`config.mk`:
```
export PLATFORM = sky130hd
export DESIGN_NAME = sdram_port_arbiter
export DESIGN_NICKNAME = d
export VERILOG_FILES = /design/src/rtl/sdram_port_arbiter.sv
export SDC_FILE = /design/constraint.sdc
export NUM_CORES = 1
export LEC_CHECK = 0
export ABC_AREA = 1
export CORE_ASPECT_RATIO = 0.6
export CORE_MARGIN = 5
export CORE_UTILIZATION = 46
export CTS_CLUSTER_SIZE = 40
export DETAILED_ROUTE_END_ITERATION = 8
export PLACE_DENSITY = 0.9
export SLEW_MARGIN = 20
export SYNTH_ARGS = -nofsm -noshare
export SYNTH_HDL_FRONTEND = slang
export SYNTH_SLANG_ARGS = --single-unit
```
`constraint.sdc`:
```
create_clock -name clk50 -period 2 [get_ports clk50]
set_input_delay 0.2 -clock clk50 [delete_from_list [all_inputs] [get_ports clk50]]
set_output_delay 0.2 -clock clk50 [all_outputs]
set_load 0.005 [all_outputs]
```
`src/rtl/sdram_port_arbiter.sv`:
```
// ----------------------------------------------------------------------------
// sdram_port_arbiter
//
// Shares one 16-bit RAM controller port between the SD-card loader (write
// only, level request held until acknowledged) and the audio playback reader
// (read only, req/ack followed by a pb_valid data pulse). Playback has
// priority, but after PB_BURST_MAX back-to-back playback grants a waiting
// loader wins the next arbitration slot. Only one RAM transaction is in
// flight at a time. A read that never returns data within RD_TIMEOUT cycles
// parks the arbiter in a sticky error state that only reset can clear.
//
// Ports
//   clk50, reset_n          clock, asynchronous active-low reset
//   ld_we / ld_address / ld_data / ld_op_begun / ld_done
//                           loader request, acknowledge and image-done level
//   pb_req / pb_address / pb_ack / pb_rdata / pb_valid
//                           playback request, acknowledge and returned data
//   mem_req / mem_we / mem_address / mem_wdata
//                           transaction presented to the RAM controller
//   mem_op_begun / mem_rdata / mem_rdata_valid
//                           RAM controller accept and read-data return
//   arb_error               sticky read-timeout indication
// ----------------------------------------------------------------------------
module sdram_port_arbiter #(
  parameter int ADDR_W        = 25,
  parameter int DATA_W        = 16,
  parameter int PB_BURST_MAX  = 4,
  parameter int RD_TIMEOUT    = 1023,
  parameter int PB_AFTER_LOAD = 1
) (
  input  logic              clk50,
  input  logic              reset_n,
  // loader
  input  logic              ld_we,
  input  logic [ADDR_W-1:0] ld_address,
  input  logic [DATA_W-1:0] ld_data,
  output logic              ld_op_begun,
  input  logic              ld_done,
  // playback
  input  logic              pb_req,
  input  logic [ADDR_W-1:0] pb_address,
  output logic              pb_ack,
  output logic [DATA_W-1:0] pb_rdata,
  output logic              pb_valid,
  // RAM controller
  output logic              mem_req,
  output logic              mem_we,
  output logic [ADDR_W-1:0] mem_address,
  output logic [DATA_W-1:0] mem_wdata,
  input  logic              mem_op_begun,
  input  logic [DATA_W-1:0] mem_rdata,
  input  logic              mem_rdata_valid,
  // status
  output logic              arb_error
);

  localparam int RUN_W = (PB_BURST_MAX < 1) ? 1 : $clog2(PB_BURST_MAX + 1);
  localparam int TO_W  = (RD_TIMEOUT < 1) ? 1 : $clog2(RD_TIMEOUT + 1);

  localparam logic [RUN_W-1:0] RUN_MAX = RUN_W'(PB_BURST_MAX);
  localparam logic [TO_W-1:0]  TO_LOAD = TO_W'(RD_TIMEOUT);

  typedef enum logic [2:0] {
    S_IDLE     = 3'd0,
    S_GRANT_LD = 3'd1,
    S_GRANT_PB = 3'd2,
    S_WAIT_RD  = 3'd3,
    S_ERROR    = 3'd4
  } state_t;

  state_t              state_q, state_d;
  logic [RUN_W-1:0]    pb_run_q, pb_run_d;
  logic [TO_W-1:0]     to_cnt_q, to_cnt_d;
  logic                load_seen_q, load_seen_d;
  logic [ADDR_W-1:0]   mem_address_q, mem_address_d;
  logic [DATA_W-1:0]   mem_wdata_q, mem_wdata_d;
  logic                mem_we_q, mem_we_d;
  logic [DATA_W-1:0]   pb_rdata_q, pb_rdata_d;
  logic                pb_valid_q, pb_valid_d;
  logic                pb_eligible;

  // Playback is held off until the loader has finished the image at least
  // once, so playback never reads a half-written buffer.
  assign pb_eligible = pb_req && (load_seen_q || (PB_AFTER_LOAD == 0));

  always_comb begin
    state_d       = state_q;
    pb_run_d      = pb_run_q;
    to_cnt_d      = to_cnt_q;
    load_seen_d   = load_seen_q | ld_done;
    mem_address_d = mem_address_q;
    mem_wdata_d   = mem_wdata_q;
    mem_we_d      = mem_we_q;
    pb_rdata_d    = pb_rdata_q;
    pb_valid_d    = 1'b0;
    mem_req       = 1'b0;
    ld_op_begun   = 1'b0;
    pb_ack        = 1'b0;
    arb_error     = 1'b0;

    unique case (state_q)
      S_IDLE: begin
        // Playback wins unless the loader is waiting and playback has
        // already used up its burst allowance.
        if (pb_eligible && (!ld_we || (pb_run_q < RUN_MAX))) begin
          state_d       = S_GRANT_PB;
          mem_address_d = pb_address;
          mem_we_d      = 1'b0;
          if (pb_run_q != RUN_MAX) begin
            pb_run_d = pb_run_q + RUN_W'(1);
          end
        end else if (ld_we) begin
          state_d       = S_GRANT_LD;
          mem_address_d = ld_address;
          mem_wdata_d   = ld_data;
          mem_we_d      = 1'b1;
          pb_run_d      = '0;
        end else begin
          pb_run_d = '0;
        end
      end

      S_GRANT_LD: begin
        mem_req     = 1'b1;
        ld_op_begun = mem_op_begun;
        if (mem_op_begun) begin
          state_d = S_IDLE;
        end
      end

      S_GRANT_PB: begin
        mem_req = 1'b1;
        pb_ack  = mem_op_begun;
        if (mem_op_begun) begin
          state_d  = S_WAIT_RD;
          to_cnt_d = TO_LOAD;
        end
      end

      S_WAIT_RD: begin
        to_cnt_d = (to_cnt_q == '0) ? '0 : to_cnt_q - TO_W'(1);
        // Data arriving on the very cycle the counter expires still wins.
        if (mem_rdata_valid) begin
          pb_rdata_d = mem_rdata;
          pb_valid_d = 1'b1;
          state_d    = S_IDLE;
        end else if (to_cnt_q <= TO_W'(1)) begin
          state_d = S_ERROR;
        end
      end

      S_ERROR: begin
        arb_error = 1'b1;
      end

      default: begin
        state_d = S_IDLE;
      end
    endcase
  end

  always_ff @(posedge clk50 or negedge reset_n) begin
    if (!reset_n) begin
      state_q       <= S_IDLE;
      pb_run_q      <= '0;
      to_cnt_q      <= '0;
      load_seen_q   <= 1'b0;
      mem_address_q <= '0;
      mem_wdata_q   <= '0;
      mem_we_q      <= 1'b0;
      pb_rdata_q    <= '0;
      pb_valid_q    <= 1'b0;
    end else begin
      state_q       <= state_d;
      pb_run_q      <= pb_run_d;
      to_cnt_q      <= to_cnt_d;
      load_seen_q   <= load_seen_d;
      mem_address_q <= mem_address_d;
      mem_wdata_q   <= mem_wdata_d;
      mem_we_q      <= mem_we_d;
      pb_rdata_q    <= pb_rdata_d;
      pb_valid_q    <= pb_valid_d;
    end
  end

  assign mem_address = mem_address_q;
  assign mem_wdata   = mem_wdata_q;
  assign mem_we      = mem_we_q;
  assign pb_rdata    = pb_rdata_q;
  assign pb_valid    = pb_valid_q;

endmodule

```
======== Word-level counts from Yosys, hierarchy flattened ========
Cells that the tools add are included.
storage, ports and cells
  register bits after elaboration ......... 76
  input port bits ......................... 89
  output and inout port bits .............. 63
  word-level logic and storage cells ...... 63
operators by class
  $add $sub $neg .......................... 2
  magnitude comparators ................... 2
  equality and inequality tests ........... 10
  mux-type cells .......................... 22
  bitwise logic cells ..................... 3
  reduce and logical (&&, ||, !) cells .... 15
operator list
  operator                                                                 number
  25-bit two-way mux                                                       2
  3-bit two-way mux                                                        8
  10-bit two-way mux                                                       2
  10-bit one-hot mux with 2 select lines                                   1
  3-bit one-hot mux with 5 select lines                                    1
  10-bit by 1-bit <= comparator with 1-bit output, second input constant   1
  10-bit logical NOT                                                       1
  10-bit by 1-bit subtractor with 10-bit output, second input constant     1
  3-bit inequality test, second input constant                             3
  1-bit two-way mux                                                        8
  2-bit AND reduction                                                      4
  3-bit by 2-bit equality test with 1-bit output, second input constant    2
  5-bit AND reduction                                                      1
  2-bit inequality test, second input constant                             2
  2-bit nonzero test                                                       2
  3-bit by 1-bit adder with 3-bit output, second input constant            1
  3-bit by 1-bit equality test with 1-bit output, second input constant    1
  3-bit equality test, second input constant                               1
  3-bit logical NOT                                                        1
  3-bit less-than comparator, second input constant                        1
  3-bit AND reduction                                                      1
  1-bit logical AND                                                        2
  2-bit by 1-bit inequality test with 1-bit output, second input constant  1
  1-bit inverter                                                           2
  other kinds (4)                                                          4

======== Depth between registers and ports, before layout ========
Gate-level depths: netlist of the first run.
  depth after elaboration ................. 5
  mapped depth ............................ 9
  depth with buffers taken out ............ 9

======== Worst setup path after synthesis of the first run ========
OpenSTA, ideal clock, no wires.
  path kind ............................... register to register
  start point ............................. register to_cnt_q[0]
  end point ............................... register to_cnt_q[3]
  library setup time ...................... 0.121 ns
  arrival time ............................ 1.216 ns
  required time ........................... 1.879 ns
  setup slack ............................. 0.663 ns
  stages on the path, launching flop included .. 8
  buffers on the path ..................... 0
  clock period less this slack ............ 1.337 ns
  cell sequence ........................... dfrtp_1 > inv_1 > ha_1 > nand2_1 > nor2_1 > nand2_1 > a21oi_1 > a21oi_1
on the way
  word-level cells in the longest chain between the ends .. 3
  elaborated cells between the ends (all ways) .. 4
  classes of those cells .................. add/sub: 1; mux: 2; reduce/logical: 1
RTL lines
  what                                                                                 line  RTL
  start: declaration                                                                   73    logic [TO_W-1:0] to_cnt_q, to_cnt_d;
  start signal: assignment                                                             176   to_cnt_q <= to_cnt_d;
  10-bit by 1-bit subtractor with 10-bit output or 10-bit logical NOT (tied branches)  141   to_cnt_d = (to_cnt_q == '0) ? '0 : to_cnt_q - TO_W'(1);
  10-bit two-way mux (*)                                                               141
  10-bit one-hot mux with 2 select lines (*)                                           101   unique case (state_q)
Mark *: on every way between the ends. The rest lies on a longest branch, timed or not.
A chain may end at the register's enable or synchronous reset.

======== Worst setup path in the final report of the first run ========
  start point ............................. register state_q[2]
  end point ............................... output port mem_req
on the way
  word-level cells in the longest chain between the ends .. 3
  elaborated cells between the ends (all ways) .. 4
  classes of those cells .................. eq/ne: 2; mux: 1; reduce/logical: 1
RTL lines
  what                                                                                                              line  RTL
  start: declaration                                                                                                71    state_t state_q, state_d;
  start signal: assignment                                                                                          174   state_q <= state_d;
  3-bit by 2-bit equality test with 1-bit output or 3-bit by 1-bit equality test with 1-bit output (tied branches)  101
  2-bit OR reduction (no line) (*)                                                                                  n/a
  1-bit two-way mux (*)                                                                                             101
  end: declaration                                                                                                  46    output logic mem_req,
Marks and branches as above.

==> results of run 1 <==
## final timing paths
check                                             endpoint  cells past startpoint  slack, ps
worst max-delay path                               mem_req                      4        100
worst min-delay path               pb_rdata[6]$_DFFE_PN0P_                      2        410
worst max register to register  mem_address[9]$_DFFE_PN0P_                      8        380
worst min register to register    mem_wdata[5]$_DFFE_PN0P_                      2        470
max in group asynchronous       mem_address[9]$_DFFE_PN0P_                      3       1050
min in group clk50                 pb_rdata[7]$_DFFE_PN0P_                      3        420
## critical path, cell delays in order (launching register included)
cell and delay (ps):
dfrtp_2 460, nor2_2 190, nand2_1 110, nand2_1 100
clkdlybuf4s50_1 510
## Yosys cell counts, types with 2 or more instances
| master | n | share of area [%] |
|---|---|---|
| nand2_1 | 151 | 16 |
| dfrtp_1 | 76 | 52 |
| nand2_8 | 3 | 1.6 |
| nand4_1 | 4 | 0.68 |
| nor2_1 | 47 | 4.8 |
| inv_1 | 22 | 2.3 |
| inv_2 | 3 | 0.31 |
| xor2_1 | 3 | 0.72 |
| nand3_4 | 2 | 0.96 |
| inv_6 | 2 | 0.48 |
| nand3_1 | 32 | 4.4 |
| a21oi_2 | 3 | 0.72 |
| o21ai_0 | 7 | 0.96 |
| buf_2 | 5 | 0.68 |
| ha_1 | 4 | 1.4 |
| buf_4 | 3 | 0.62 |
| a21oi_1 | 57 | 7.8 |
| buf_6 | 5 | 1.5 |
## kinds of logic (layout without fill, tap and decap cells)
kind of cell               Yosys count  count (layout)
AOI/OAI and AO/OA                   67              67
xor gates and xnor gates             3               3
adders and majority gates            4               4
buffers and inverters               43             202
DFF                                 76              76
and+or+nand+nor                    247             247
## state kept, by name, summed over array words and instances, names as in the netlist, 3 cells and up
register     cells
state_q          3
to_cnt_q        10
mem_address     25
mem_wdata       16
pb_run_q         3
pb_rdata        16
## where the power goes
| part | switching (mW) | internal (mW) |
|---|---|---|
| Clock | 0.594 | 1.13 |
| Sequential | 0.462 | 2.21 |
| Combinational | 1.66 | 1.78 |
| Total | 2.71 | 5.12 |
## metal layers
layer	vias to the layer above	part of all wire, %	routed length, µm	global-route usage (%)
li1	1715	-	-	-
met2	207	45	4684	31.89
met4	0	2.2	229	7.684
met1	1664	43	4476	27.83
met5	-	0	0	0
met3	26	9.4	979	7.661
## final cells by class
type | count | area [µm²]
Fill cell | 573 | 2236
Clock buffer | 11 | 242.7
Tap cell | 108 | 135.1
Timing Repair Buffer | 158 | 1577
Inverter | 28 | 117.6
Clock inverter | 5 | 83.83
Sequential cell | 76 | 1904
Multi-Input combinational cell | 321 | 1524
## stage by stage
step	cells	total power [mW]	setup WS, ps	utilization (%)
6_report	707	7.837	104.6	71.41
3_3_place_gp	690	5.950	300.1	66.94
4_1_cts	707	7.861	27.38	71.25
3_5_place_dp	690	6.109	207.5	66.94
5_1_grt	707	8.389	47.64	71.41
2_1_floorplan	440	4.321	663.2	-
## repair_timing
action                                 in CTS  in global routing
setup endpoints to repair                   0                  3
resized for setup                           0                  5
endpoints found under the hold margin      40                  0
hold buffers                                1                  0
==> metrics.txt, run 1 <==
fin crit share=94.77%; dominant synthesized flop cell=dfrtp_1; Die X=125.1 µm; final setup vio count=0; worst slew pin tran=548.8 ps; combinational family with the most area after synthesis=simple AND/OR/NAND/NOR gates; Critical Path AT=1700 ps; post-synthesis mux area share=0%; syn nets=533; Required @ worst endpoint=1800 ps; share of cells above drive strength 1=7.679%; Fmax=527.6 MHz; Routed WL per cell=14.67 µm; Routed Antenna Nets=0; post-synthesis register bit count=76; Antenna diodes=0; CP Launch Type=flop; post-synthesis cell count=440; Clock Tree Buf Depth=2; most common cell after layout, fill and taps aside=nand2_1; Final Cell Area=5584 µm²; Mean Syn Cell Area=8.309 µm²; reg-to-reg startpoint=state_q[1]$_DFFE_PN0P_; hpwl dp=7.800 mm; row cnt=25; Setup Skew=4.405 ps; Slew Viols, Final=0; Post-synth EDFFs=0; simple-gate share of the synthesized area=29.84%; Worst-path clk slew=60 ps; endpoint class of the critical path=primary output; vias in the first global route=3521; Root Buffer=clkbuf_16; nets=687; sequential area share after synthesis=52.02%; largest net degree at the start of global routing=43; Worst-Skew Late Latency=320 ps; outcome=finished clean; Iter 0 DRT Violations=217; grt total ovfl=0; Synth Area in XOR/XNOR=0.7187%; max_slew headroom=63.42%; hold_ws=412.0 ps; GRT Overall Usage=21.01%; Max FO, Critical Path=4; Synth Area in Adders=1.369%; Final GP Congestion=0.9794; First-pass DRT Iterations=6; Synth Cell Area=3656 µm²; worst hold path type=input port to async pin; Synth Area in Compound Gates=9.480%; I/O pins=152; via count=3612; DP Area=5235 µm²; unrepaired setup endpoints after global routing=false; maximum level of the CTS H-tree=3; synthesis-to-finish area growth=52.74%; Ys Warns=0; initial antenna violation count=0; max_cap viols=0; TritonCTS sink count=76; final setup TNS=0 ps; final WL=10.37 mm; DR DRC count=0; die height=79.06 µm; setup bufs post-CTS=0; fin crit period=1895 ps; CTS Buf Count=9; initial core utilization=46.75%; Core ar.=7820 µm²; Power Dens Cells=1403 nW/µm²; ys async rst share=100.0%; CTS tree=built; Via density=5.109; Die ar.=9889 µm²; Setup CP Type=flop to primary output; most frequent cells in the layout=nand2_1 (151), clkdlybuf4s50_1 (150), dfrtp_1 (74), a21oi_1 (57), nor2_1 (45); Distinct cells, synth=29; leakage power=2.564 nW; Port Buf Inserts=151; Setup crit start=state_q[2]$_DFFE_PN0P_; first-pass GRT wire length=16.88 mm; Fin. Hold Viols=0; VDD IR max=624.0 µV
No activity file was read; power rests on OpenSTA's default activity.
==> inputs of run 2 (changes only) <==
--- a/config.mk
+++ b/config.mk
@@ -7,12 +7,11 @@
 export LEC_CHECK = 0
 export ABC_AREA = 1
 export CORE_ASPECT_RATIO = 0.6
-export CORE_MARGIN = 5
 export CORE_UTILIZATION = 46
 export CTS_CLUSTER_SIZE = 40
 export DETAILED_ROUTE_END_ITERATION = 8
 export PLACE_DENSITY = 0.9
-export SLEW_MARGIN = 20
+export SLEW_MARGIN = 25
 export SYNTH_ARGS = -nofsm -noshare
 export SYNTH_HDL_FRONTEND = slang
 export SYNTH_SLANG_ARGS = --single-unit
==> metrics.txt, run 2 (synthesized netlist as in run 1, its figures left out) <==
worst path cell trace=nor2_2, nand3_1, inv_1, clkdlybuf4s50_1; Final GP Congestion=0.8886; max_cap viols=0; largest net degree at the start of global routing=44; CTS Buf Count=9; Routed Antenna Nets=0; initial antenna violation count=0; fin crit share=94.80%; Port Buf Inserts=151; Power Dens Cells=1378 nW/µm²; Slew Viols, Final=0; reg-to-reg critical path endpoint=to_cnt_q[3]$_DFFE_PN0P_; Setup CP Type=flop to primary output; Required @ worst endpoint=1800 ps; GRT Overall Usage=25.24%; die height=71.06 µm; Worst-Skew Late Latency=330 ps; share of cells above drive strength 1=7.667%; grt total ovfl=0; outcome=finished clean; setup bufs post-CTS=0; Fillers=556; row cnt=24; maximum level of the CTS H-tree=3; Final Cell Area=5562 µm²; final WL=9.987 mm; Critical Path AT=1700 ps; nets=688; Fin. Hold Viols=0; R2R cell count=7; VDD IR max=854.0 µV; Via density=5.001; worst slew pin tran=560.8 ps; most frequent cells in the layout=nand2_1 (151), clkdlybuf4s50_1 (150), dfrtp_1 (74), a21oi_1 (57), nor2_1 (45); final worst setup slack=104.0 ps; most common cell after layout, fill and taps aside=nand2_1; initial core utilization=48.90%; Worst-path clk slew=60 ps; first-pass GRT wire length=16.04 mm; Die X=117.1 µm; CP Launch Type=flop; final setup TNS=0 ps; DP Area=5250 µm²; worst hold path type=input port to async pin; Fmax=527.4 MHz; Tot Pwr=7.664 mW; dpl ws=241.2 ps; Bufs and invs on worst path=2; First-pass DRT Iterations=4; Die ar.=8320 µm²; vias in the first global route=3406; via count=3521; Antenna diodes=0; max FFs per register=25; Root Buffer=clkbuf_16; TritonCTS sink count=76; slowest stage delay, CP=500 ps; max_slew headroom=62.61%; CP top delay family=buffers and inverters; hpwl dp=7.525 mm; Routed WL per cell=14.19 µm; DR DRC count=0; synthesis-to-finish area growth=52.12%; endpoint class of the critical path=primary output; Slowest cell on crit path=clkdlybuf4s50_1; I/O pins=152; leakage power=2.562 nW; Clock Tree Buf Depth=2; fin crit period=1896 ps; reg-to-reg startpoint=to_cnt_q[0]$_DFFE_PN0P_; unrepaired setup endpoints after global routing=false; final setup vio count=0; Setup Skew=6.968 ps; Core ar.=7477 µm²; Iter 0 DRT Violations=198; CTS tree=built; Max FO, Critical Path=4; reg-to-reg setup timing slack=420 ps
## run 2: area by class of cell
cell class	count	area (µm²)	share of cell area, %
multi-input cells	321	1519	27.31
repair buffers	159	1597	28.71
well taps	104	130.1	2.340
clock buffers	10	229.0	4.117
flip-flops and latches	76	1904	34.24
inverters	28	117.6	2.115
clock inverters	6	65.06	1.170
## run 2: worst max path at each step
stage | startpoint | endpoint | slack [ps] | cells after the start
finish | state_q[2]$_DFFE_PN0P_ | pb_ack | 100 | 4
global route | state_q[2]$_DFFE_PN0P_ | pb_ack | 2 | 4
CTS | state_q[2]$_DFFE_PN0P_ | arb_error | 30 | 3
detailed placement | pb_req | mem_address[23]$_DFFE_PN0P_ | 240 | 8
global placement | pb_req | mem_address[3]$_DFFE_PN0P_ | 310 | 6
floorplan | to_cnt_q[0]$_DFFE_PN0P_ | to_cnt_q[3]$_DFFE_PN0P_ | 660 | 7
## run 2: metal layers
layer / vias up / track usage, % / share of wire [%]
met5: - / 0 / 0
met4: 0 / 6.892 / 0.97
met3: 11 / 8.226 / 7.7
met2: 129 / 42.01 / 48
met1: 1656 / 31.71 / 43
li1: 1725 / - / -
## run 2: repair_timing
item	CTS	global route
gates resized for setup	0	4
hold buffers	1	0
endpoints found under the setup margin	0	3
endpoints found under the hold margin	42	0
## run 2: per-stage QoR
step,hold slack (ps),instances,util (%)
finish,413.0,704,74.38
global route,423.2,704,74.38
CTS,415.5,704,74.28
detailed placement,235.8,687,70.21
global placement,222.3,687,70.21
floorplan,-95.59,440,-
## run 2: power by group
part	internal [mW]	leakage [nW]	switching (mW)	total [mW]
clock network	0.965	0.142	0.607	1.57
logic	1.80	1.54	1.64	3.44
registers	2.21	0.884	0.439	2.65
## run 2: worst reg2reg max path: cells and delay by family (launching register included)
| kind | cells | cell delay (ps) |
|---|---|---|
| buffers and inverters | 1 | 120 |
| and+or+nand+nor | 3 | 500 |
| adders and majority gates | 1 | 230 |
| AOI/OAI and AO/OA | 2 | 250 |
| DFF | 1 | 380 |
